## src/rtl/serial_adder_seq_if.sv

```systemverilog
// Request/result bundle for the bit-serial adder: operands and start in,
// busy/done status and the held sum/carry-out back.
interface serial_adder_seq_if #(
  parameter int unsigned WIDTH = 4
);
  logic             start;
  logic [WIDTH-1:0] a;
  logic [WIDTH-1:0] b;
  logic             cin;
  logic             busy;
  logic             done;
  logic [WIDTH-1:0] sum;
  logic             cout;

  modport master (
    output start, a, b, cin,
    input  busy, done, sum, cout
  );

  modport slave (
    input  start, a, b, cin,
    output busy, done, sum, cout
  );
endinterface

```

## src/rtl/serial_adder_seq.sv

```systemverilog
// Bit-serial WIDTH-bit adder: one sum1bcc full adder is fed one bit pair per
// clock, LSB first, through a registered carry loop; result held until next start.

module sum1bcc (
  input  logic x,
  input  logic y,
  input  logic c,
  output logic out,
  output logic z
);
  assign out = x ^ y ^ c;
  assign z   = (x & y) | (c & (x ^ y));
endmodule

module serial_adder_seq #(
  parameter int unsigned WIDTH = 4
) (
  input  logic                clk,
  input  logic                rst_n,
  serial_adder_seq_if.slave   bus
);

  localparam int unsigned CW = $clog2(WIDTH) + 1;

  typedef enum logic [1:0] {
    S_IDLE  = 2'd0,
    S_SHIFT = 2'd1,
    S_DONE  = 2'd2
  } state_e;

  state_e           state_q, state_d;
  logic [WIDTH-1:0] a_sh_q, a_sh_d;
  logic [WIDTH-1:0] b_sh_q, b_sh_d;
  logic [WIDTH-1:0] res_sh_q, res_sh_d;
  logic [WIDTH-1:0] sum_q, sum_d;
  logic [CW-1:0]    cnt_q, cnt_d;
  logic             carry_q, carry_d;
  logic             cout_q, cout_d;
  logic             busy_q, busy_d;
  logic             done_q, done_d;

  logic             fa_out, fa_z;
  logic             last_c;
  logic [WIDTH-1:0] res_next_c;

  sum1bcc u_fa (
    .x   (a_sh_q[0]),
    .y   (b_sh_q[0]),
    .c   (carry_q),
    .out (fa_out),
    .z   (fa_z)
  );

  assign last_c = (cnt_q == CW'(WIDTH - 1));
  // New sum bit enters at the MSB; after WIDTH shifts bit 0 holds the LSB.
  assign res_next_c = WIDTH'({fa_out, res_sh_q} >> 1);

  // State register
  always_ff @(posedge clk or negedge rst_n) begin
    if (!rst_n) begin
      state_q <= S_IDLE;
    end else begin
      state_q <= state_d;
    end
  end

  // Next-state logic
  always_comb begin
    state_d = state_q;
    case (state_q)
      S_IDLE:  if (bus.start) state_d = S_SHIFT;
      S_SHIFT: if (last_c)    state_d = S_DONE;
      S_DONE:                 state_d = S_IDLE;
      default:                state_d = S_IDLE;
    endcase
  end

  // Status outputs, registered so they line up with the state they describe
  always_comb begin
    busy_d = 1'b0;
    done_d = 1'b0;
    if (state_d == S_SHIFT) busy_d = 1'b1;
    if (state_d == S_DONE)  done_d = 1'b1;
  end

  // Datapath next values; everything holds outside IDLE-load and SHIFT
  always_comb begin
    a_sh_d   = a_sh_q;
    b_sh_d   = b_sh_q;
    res_sh_d = res_sh_q;
    carry_d  = carry_q;
    cnt_d    = cnt_q;
    sum_d    = sum_q;
    cout_d   = cout_q;
    case (state_q)
      S_IDLE: begin
        if (bus.start) begin
          a_sh_d   = bus.a;
          b_sh_d   = bus.b;
          carry_d  = bus.cin;
          res_sh_d = '0;
          cnt_d    = '0;
        end
      end
      S_SHIFT: begin
        res_sh_d = res_next_c;
        carry_d  = fa_z;
        a_sh_d   = a_sh_q >> 1;
        b_sh_d   = b_sh_q >> 1;
        cnt_d    = cnt_q + CW'(1);
        if (last_c) begin
          sum_d  = res_next_c;
          cout_d = fa_z;
        end
      end
      default: ;
    endcase
  end

  always_ff @(posedge clk or negedge rst_n) begin
    if (!rst_n) begin
      a_sh_q   <= '0;
      b_sh_q   <= '0;
      res_sh_q <= '0;
      carry_q  <= 1'b0;
      cnt_q    <= '0;
      sum_q    <= '0;
      cout_q   <= 1'b0;
      busy_q   <= 1'b0;
      done_q   <= 1'b0;
    end else begin
      a_sh_q   <= a_sh_d;
      b_sh_q   <= b_sh_d;
      res_sh_q <= res_sh_d;
      carry_q  <= carry_d;
      cnt_q    <= cnt_d;
      sum_q    <= sum_d;
      cout_q   <= cout_d;
      busy_q   <= busy_d;
      done_q   <= done_d;
    end
  end

  assign bus.busy = busy_q;
  assign bus.done = done_q;
  assign bus.sum  = sum_q;
  assign bus.cout = cout_q;

endmodule

```

## src/flat_wrapper.sv

```systemverilog
// flat-port wrapper written by rule: the top's interface ports become plain ports
module serial_adder_seq_flat 
#(
  parameter int unsigned WIDTH = 4
)
  (clk, rst_n, bus_start, bus_a, bus_b, bus_cin, bus_busy, bus_done, bus_sum, bus_cout);
  serial_adder_seq_if #(.WIDTH(WIDTH)) bus_i ();
  input  logic clk;
  input  logic rst_n;
  input wire logic [$bits(bus_i.start)-1:0] bus_start;
  input wire logic [$bits(bus_i.a)-1:0] bus_a;
  input wire logic [$bits(bus_i.b)-1:0] bus_b;
  input wire logic [$bits(bus_i.cin)-1:0] bus_cin;
  output wire logic [$bits(bus_i.busy)-1:0] bus_busy;
  output wire logic [$bits(bus_i.done)-1:0] bus_done;
  output wire logic [$bits(bus_i.sum)-1:0] bus_sum;
  output wire logic [$bits(bus_i.cout)-1:0] bus_cout;
  assign bus_i.start = bus_start;
  assign bus_i.a = bus_a;
  assign bus_i.b = bus_b;
  assign bus_i.cin = bus_cin;
  assign bus_busy = bus_i.busy;
  assign bus_done = bus_i.done;
  assign bus_sum = bus_i.sum;
  assign bus_cout = bus_i.cout;
  serial_adder_seq #(.WIDTH(WIDTH)) u_core (.clk(clk), .rst_n(rst_n), .bus(bus_i));
endmodule
```

## config.mk

```make
export PLATFORM = sky130hd
export DESIGN_NAME = serial_adder_seq_flat
export DESIGN_NICKNAME = d
export VERILOG_FILES = /design/src/rtl/serial_adder_seq_if.sv /design/src/rtl/serial_adder_seq.sv /design/src/flat_wrapper.sv
export SDC_FILE = /design/constraint.sdc
export NUM_CORES = 1
export LEC_CHECK = 0
export ABC_AREA = 1
export CAP_MARGIN = 25
export CORE_ASPECT_RATIO = 1.25
export CORE_MARGIN = 2
export CORE_UTILIZATION = 40
export DETAILED_ROUTE_END_ITERATION = 12
export PLACE_DENSITY_LB_ADDON = 0.12
export SLEW_MARGIN = 20
export SYNTH_ARGS = -nofsm -noshare
export SYNTH_HDL_FRONTEND = slang
export SYNTH_SLANG_ARGS = --single-unit
```

## constraint.sdc

```tcl
create_clock -name clk -period 1.74 [get_ports clk]
set_clock_uncertainty 0.15 [all_clocks]
set_input_delay 0.348 -clock clk [delete_from_list [all_inputs] [get_ports clk]]
set_output_delay 0.348 -clock clk [all_outputs]
set_load 0.005 [all_outputs]
```

==> impl_metrics.json, run 1 <==
{
  "critPathLaunchType": "register",
  "h-tree-depth": 1,
  "hpwl_um": 1340,
  "worstPathArrival_ns": 1.20,
  "cp.required_ns": 1.24,
  "instances_no_fill": 176,
  "clk_path_buf_depth": 2,
  "cts_tree": "done",
  "worstSetupEndpointType": "output port",
  "routed_wirelength_um": 1840,
  "grt_pass1_wl_um": 3290,
  "yosysWarnings": 0,
  "syn_inst": 120,
  "switching_share_pct": 36.3,
  "cp_cell_sequence": "clkdlybuf4s50_1",
  "syn-mean-instance-area_sq_um": 9.20,
  "synthDistinctLibCells": 16,
  "grt_overflow": 0,
  "post-route-drc-count": 0,
  "placed_cell_area_sq_mm": 0.00130,
  "rsz0062_at_grt": "false",
  "hold_path_class": "in -> async",
  "placed_cells": 171,
  "ctsRootBufferMaster": "clkbuf_4",
  "numPortBuffers": 18,
  "status": "finished clean",
  "reg2reg_slack_ns": 0.22,
  "antenna_cells": 0,
  "cts_made_buffers": 3,
  "synthToLayoutAreaGrowth_pct": 24.0,
  "power_frac_seq_pct": 42.0,
  "drt_iter0_markers": 18,
  "crit_family": "buffers and inverters",
  "wire_per_inst_um": 10.4,
  "tightest_slew_ns": 0.456,
  "postLayoutCoreUtil_pct": 51.6,
  "synth_area_sq_mm": 0.00110,
  "ant_nets": 0,
  "syn-num-nets": 135,
  "die_h_um": 62.7,
  "drv_cap": 0,
  "finalSetupViolations": 0,
  "worst-path-buf-inv": 1,
  "cts.sinks": 24,
  "drt-pass1-iter-count": 4,
  "drive_above_1_share_pct": 13.4,
  "critPathMaxStageDelay_ns": 0.50,
  "vias": 813,
  "antenna_found_initial": 0,
  "hold_viol_final": 0,
  "grt_use_total_pct": 13.5,
  "synth_top_area_share_pct": 54.4,
  "nNetsFinal": 158,
  "min_period_over_period_pct": 97.4,
  "routabilityCongestion": 0.728,
  "slowest_stage": "clkdlybuf4s50_1",
  "yosys_register_bits": 24,
  "r2r_cells": 6,
  "netlist_top_cells_area": "dfrtp_1, nand2_1, o21ai_0",
  "fmax_mhz": 590,
  "min_period_ns": 1.69,
  "leakage_nw": 0.722,
  "postCtsHoldBufs": 0,
  "start_util_pct": 41.6,
  "r2r-end": "u_core.bus.sum[0]$_DFFE_PN0P_",
  "cts.clk_slew.worst_paths_ns": 0.15,
  "powerDensity_mw_per_mm2": 1630,
  "internal-power_mw": 1.42,
  "fp.dieArea_sq_mm": 0.00320,
  "pwr-share-comb_pct": 39.7,
  "crit_path_start": "u_core.bus.cout$_DFFE_PN0P_",
  "crit_fanout": 2,
  "core_area_sq_mm": 0.00265,
  "switchingPower_mw": 0.809,
  "yosysTopAreaCell": "dfrtp_1",
  "relSlewSlack_pct": 69.6,
  "ir_worst_vdd_v": 0.000815,
  "grt_max_degree": 25,
  "drv_slew": 0,
  "rows": 21,
  "ios": 19,
  "crit_type": "reg -> out",
  "clk-insertion-delay-late_ns": 0.33,
  "fp.dieW_um": 51.0,
  "r2r_start": "u_core.cnt_q[0]$_DFFE_PN0P_",
  "fin_setup_tns_ns": 0,
  "stdcell_area_sq_mm": 0.00137,
  "via_per_inst": 4.62,
  "p_clk_share_pct": 18.3,
  "yosysSeqAreaShare_pct": 54.4,
  "grt_pass1_vias": 785
}
-- cells by family after synthesis --
family	synth area share [%]
adders and majority gates	4.08
AOI/OAI and AO/OA	8.73
buffers and inverters	9.07
DFF	54.4
and+or+nand+nor	23.7
-- state kept, by name, summed over array words and instances, names as in the netlist --
register / cells
u_core.bus.sum: 4
u_core.a_sh_q: 4
u_core.carry_q: 1
u_core.bus.busy: 1
u_core.bus.cout: 1
u_core.bus.done: 1
u_core.res_sh_q: 3
u_core.state_q: 2
u_core.b_sh_q: 4
u_core.cnt_q: 3
-- cell usage in the layout, fill, tap and decap left out, drive strengths merged --
cell / n
clkdlybuf4s50: 16
ha: 2
clkbuf: 3
dlymetal6s2s: 2
nor2: 1
dfrtp: 24
o21ai: 14
nand2: 51
inv: 14
nand4: 1
fa: 1
bufinv: 1
nand3: 8
buf: 4
-- cell usage after synthesis --
library cell,instances
nor2_4,1
nand2_2,2
dfrtp_1,24
ha_1,2
nand3_1,8
o21ai_4,1
inv_2,1
inv_1,12
buf_6,4
fa_1,1
nand2_4,1
nand4_1,1
o21ai_2,4
nand2_1,48
inv_4,1
o21ai_0,9
-- metrics by stage --
stage	hold slack (ns)	setup slack [ns]	power, mW
finish	0.209	0.0455	2.23
global route	0.244	0.00406	2.44
CTS	0.222	0.0166	2.25
detailed placement	0.314	0.152	1.85
global placement	0.312	0.192	1.82
floorplan	-0.0976	0.443	1.60
-- power by group through the flow --
stage | sequential (mW) | clock, mW | combinational [mW]
after floorplan | 0.894 | 0 | 0.703
after global placement | 0.947 | 0 | 0.877
after detailed placement | 0.946 | 0 | 0.899
after CTS | 0.938 | 0.415 | 0.899
after global routing | 0.967 | 0.440 | 1.04
final | 0.935 | 0.407 | 0.885
-- worst max-delay path by stage --
| stage | end | slack (ns) | depth (start not counted) |
|---|---|---|---|
| floorplan | u_core.bus.sum[3]$_DFFE_PN0P_ | 0.44 | 6 |
| global placement | u_core.cnt_q[0]$_DFFE_PN0P_ | 0.19 | 5 |
| finish | bus_cout | 0.05 | 1 |
| global route | bus_cout | 0.004 | 1 |
| detailed placement | u_core.cnt_q[0]$_DFFE_PN0P_ | 0.15 | 5 |
| CTS | bus_sum[2] | 0.02 | 1 |
-- area by class of cell --
cell class                      count  area, sq um
Fill cell                         251         1280
Sequential cell                    24          601
Multi-Input combinational cell     78          403
Timing Repair Buffer               22          215
Inverter                           14         55.1
Tap cell                           34         42.5
Clock inverter                      1         30.0
Clock buffer                        3         22.5
-- routing by layer --
| layer | up-vias | GRT usage, % | wire length [um] |
|---|---|---|---|
| met5 | - | 0 | 0 |
| li1 | 413 | - | - |
| met2 | 23 | 22.6 | 869 |
| met3 | 2 | 2.15 | 87 |
| met1 | 375 | 17.1 | 854 |
| met4 | 0 | 5.07 | 27 |
-- timing repair --
action,4_1_cts,5_1_grt
setup buffers,0,1
resized for setup,0,2
endpoints found under the setup margin,0,3
No activity file was read; power rests on OpenSTA's default activity.
==> run 2, diff against run 1 <==
SLEW_MARGIN = 10   (was 20)
==> results of run 2 <==
Same layout as run 1: the final DEF is identical, and so are final timing and power.
==> run 3, diff against run 2 <==
RECOVER_POWER = 25   (was unset)
==> run 3 against run 2 <==
Largest power group unchanged; core utilization decreased by 0.094 points; maximum frequency unchanged; critical path depth unchanged; register-to-register slack about the same; worst setup slack unchanged; non-clock buffer count unchanged; via count unchanged; first-iteration DRC count unchanged; largest cell class unchanged; clock-buffer cell count unchanged; power about the same; clock power about the same.
==> impl_metrics.json, run 3 (synthesis gave the netlist of run 1 again) <==
{
  "drv_cap": 0,
  "final_common_cell": "nand2_1",
  "drt_iter0_markers": 18,
  "postCtsHoldBufs": 0,
  "cp_cell_sequence": "clkdlybuf4s50_1",
  "vias": 813,
  "min_period_over_period_pct": 97.4,
  "worst-path-buf-inv": 1,
  "switchingPower_mw": 0.809,
  "clk-insertion-delay-late_ns": 0.33,
  "switching_share_pct": 36.4,
  "die_h_um": 62.7,
  "status": "finished clean",
  "finalSetupViolations": 0,
  "worst_hold_slack_ns": 0.341,
  "tightest_slew_ns": 0.577,
  "fp.dieW_um": 51.0,
  "nFillCells": 252,
  "final_cell_mix": "nand2_1, dfrtp_1, clkdlybuf4s50_1",
  "grt_pass1_vias": 785,
  "ir_worst_vdd_v": 0.000814,
  "cts.sinks": 24,
  "drive_above_1_share_pct": 13.4,
  "ant_nets": 0,
  "clk_path_buf_depth": 2,
  "routabilityCongestion": 0.728,
  "power_frac_seq_pct": 42.0,
  "cp.required_ns": 1.24,
  "nNetsFinal": 158,
  "crit_family": "buffers and inverters",
  "rsz0062_at_grt": "false",
  "slowest_stage": "clkdlybuf4s50_1",
  "hold_path_class": "reg -> reg",
  "stdcell_area_sq_mm": 0.00137,
  "relSlewSlack_pct": 61.5,
  "routed_wirelength_um": 1840,
  "pwr-share-comb_pct": 39.7,
  "critPathMaxStageDelay_ns": 0.50,
  "wire_per_inst_um": 10.4,
  "hpwl_um": 1340,
  "core_area_sq_mm": 0.00265,
  "cts_made_buffers": 3,
  "hold_viol_final": 0,
  "start_util_pct": 41.6,
  "ios": 19,
  "worstSetupEndpointType": "output port",
  "grt_use_total_pct": 13.5,
  "grt_max_degree": 25,
  "antenna_cells": 0,
  "numPortBuffers": 18,
  "fmax_mhz": 590,
  "antenna_found_initial": 0,
  "cts_tree": "done",
  "h-tree-depth": 1,
  "grt_pass1_wl_um": 3290,
  "cts.clk_slew.worst_paths_ns": 0.15,
  "post-route-drc-count": 0,
  "grt_overflow": 0,
  "synthToLayoutAreaGrowth_pct": 23.8,
  "crit_type": "reg -> out",
  "via_per_inst": 4.62,
  "leakage_nw": 0.722,
  "post-place-ws_ns": 0.152,
  "drt-pass1-iter-count": 4,
  "layout_setup_ws_ns": 0.0455,
  "ctsRootBufferMaster": "clkbuf_4",
  "crit_fanout": 2,
  "min_period_ns": 1.69,
  "fp.dieArea_sq_mm": 0.00320,
  "powerDensity_mw_per_mm2": 1630,
  "postLayoutCoreUtil_pct": 51.5,
  "p_clk_share_pct": 18.3,
  "fin_setup_tns_ns": 0,
  "worstPathArrival_ns": 1.20,
  "placed_cell_area_sq_mm": 0.00130,
  "critPathLaunchType": "register",
  "drv_slew": 0,
  "rows": 21,
  "internal-power_mw": 1.42
}
[run 3: repair_timing]
| item | CTS | global route |
|---|---|---|
| endpoints found under the hold margin | 0 | 0 |
| gates resized for setup | 0 | 2 |
| endpoints found under the setup margin | 0 | 3 |
| buffers inserted | 0 | 1 |
[run 3: final cells by class]
class / instances / area (sq um) / share of cell area, %
multi-input cells: 78 / 403 / 29.5
inverters: 14 / 55.1 / 4.03
clock inverters: 1 / 30.0 / 2.20
flip-flops and latches: 24 / 601 / 44.0
clock buffers: 3 / 22.5 / 1.65
well taps: 34 / 42.5 / 3.11
repair buffers: 22 / 213 / 15.6
[run 3: layer usage]
| layer | track usage (%) | vias up | wire [um] |
|---|---|---|---|
| met5 | 0 | - | 0 |
| met2 | 22.6 | 23 | 869 |
| li1 | - | 413 | - |
| met1 | 17.1 | 375 | 854 |
| met3 | 2.15 | 2 | 87 |
| met4 | 5.07 | 0 | 27 |
[run 3: power groups by stage]
stage,Clock [mW],Combinational [mW],Sequential [mW]
final,0.407,0.883,0.935
after global routing,0.440,1.03,0.967
after CTS,0.415,0.899,0.938
after detailed placement,0,0.899,0.946
after global placement,0,0.877,0.947
after floorplan,0,0.703,0.894
[run 3: per-stage QoR]
stage	total power, mW	std cells
CTS	2.25	175
finish	2.23	176
floorplan	1.60	120
global placement	1.82	171
detailed placement	1.85	171
global route	2.44	176
[run 3: worst paths after layout]
check                                              start                            end  slack (ns)  depth (start not counted)
hold reg to reg            u_core.bus.sum[0]$_DFFE_PN0P_  u_core.bus.sum[0]$_DFFE_PN0P_        0.34                          2
setup reg to reg             u_core.cnt_q[0]$_DFFE_PN0P_  u_core.bus.sum[0]$_DFFE_PN0P_        0.22                          6
hold / removal             u_core.bus.sum[0]$_DFFE_PN0P_  u_core.bus.sum[0]$_DFFE_PN0P_        0.34                          2
max in group asynchronous                          rst_n    u_core.state_q[1]$_DFF_PN0_        0.66                          2
setup / recovery             u_core.bus.cout$_DFFE_PN0P_                       bus_cout        0.05                          1
min in group asynchronous                          rst_n  u_core.bus.sum[1]$_DFFE_PN0P_        0.38                          2
[run 3: worst reg2reg max path: cells and delay by family (launching register included)]
family        cells  cell delay (ns)
fa+ha+maj         2             0.42
buf+inv           1             0.09
flops             1             0.42
simple gates      3             0.33
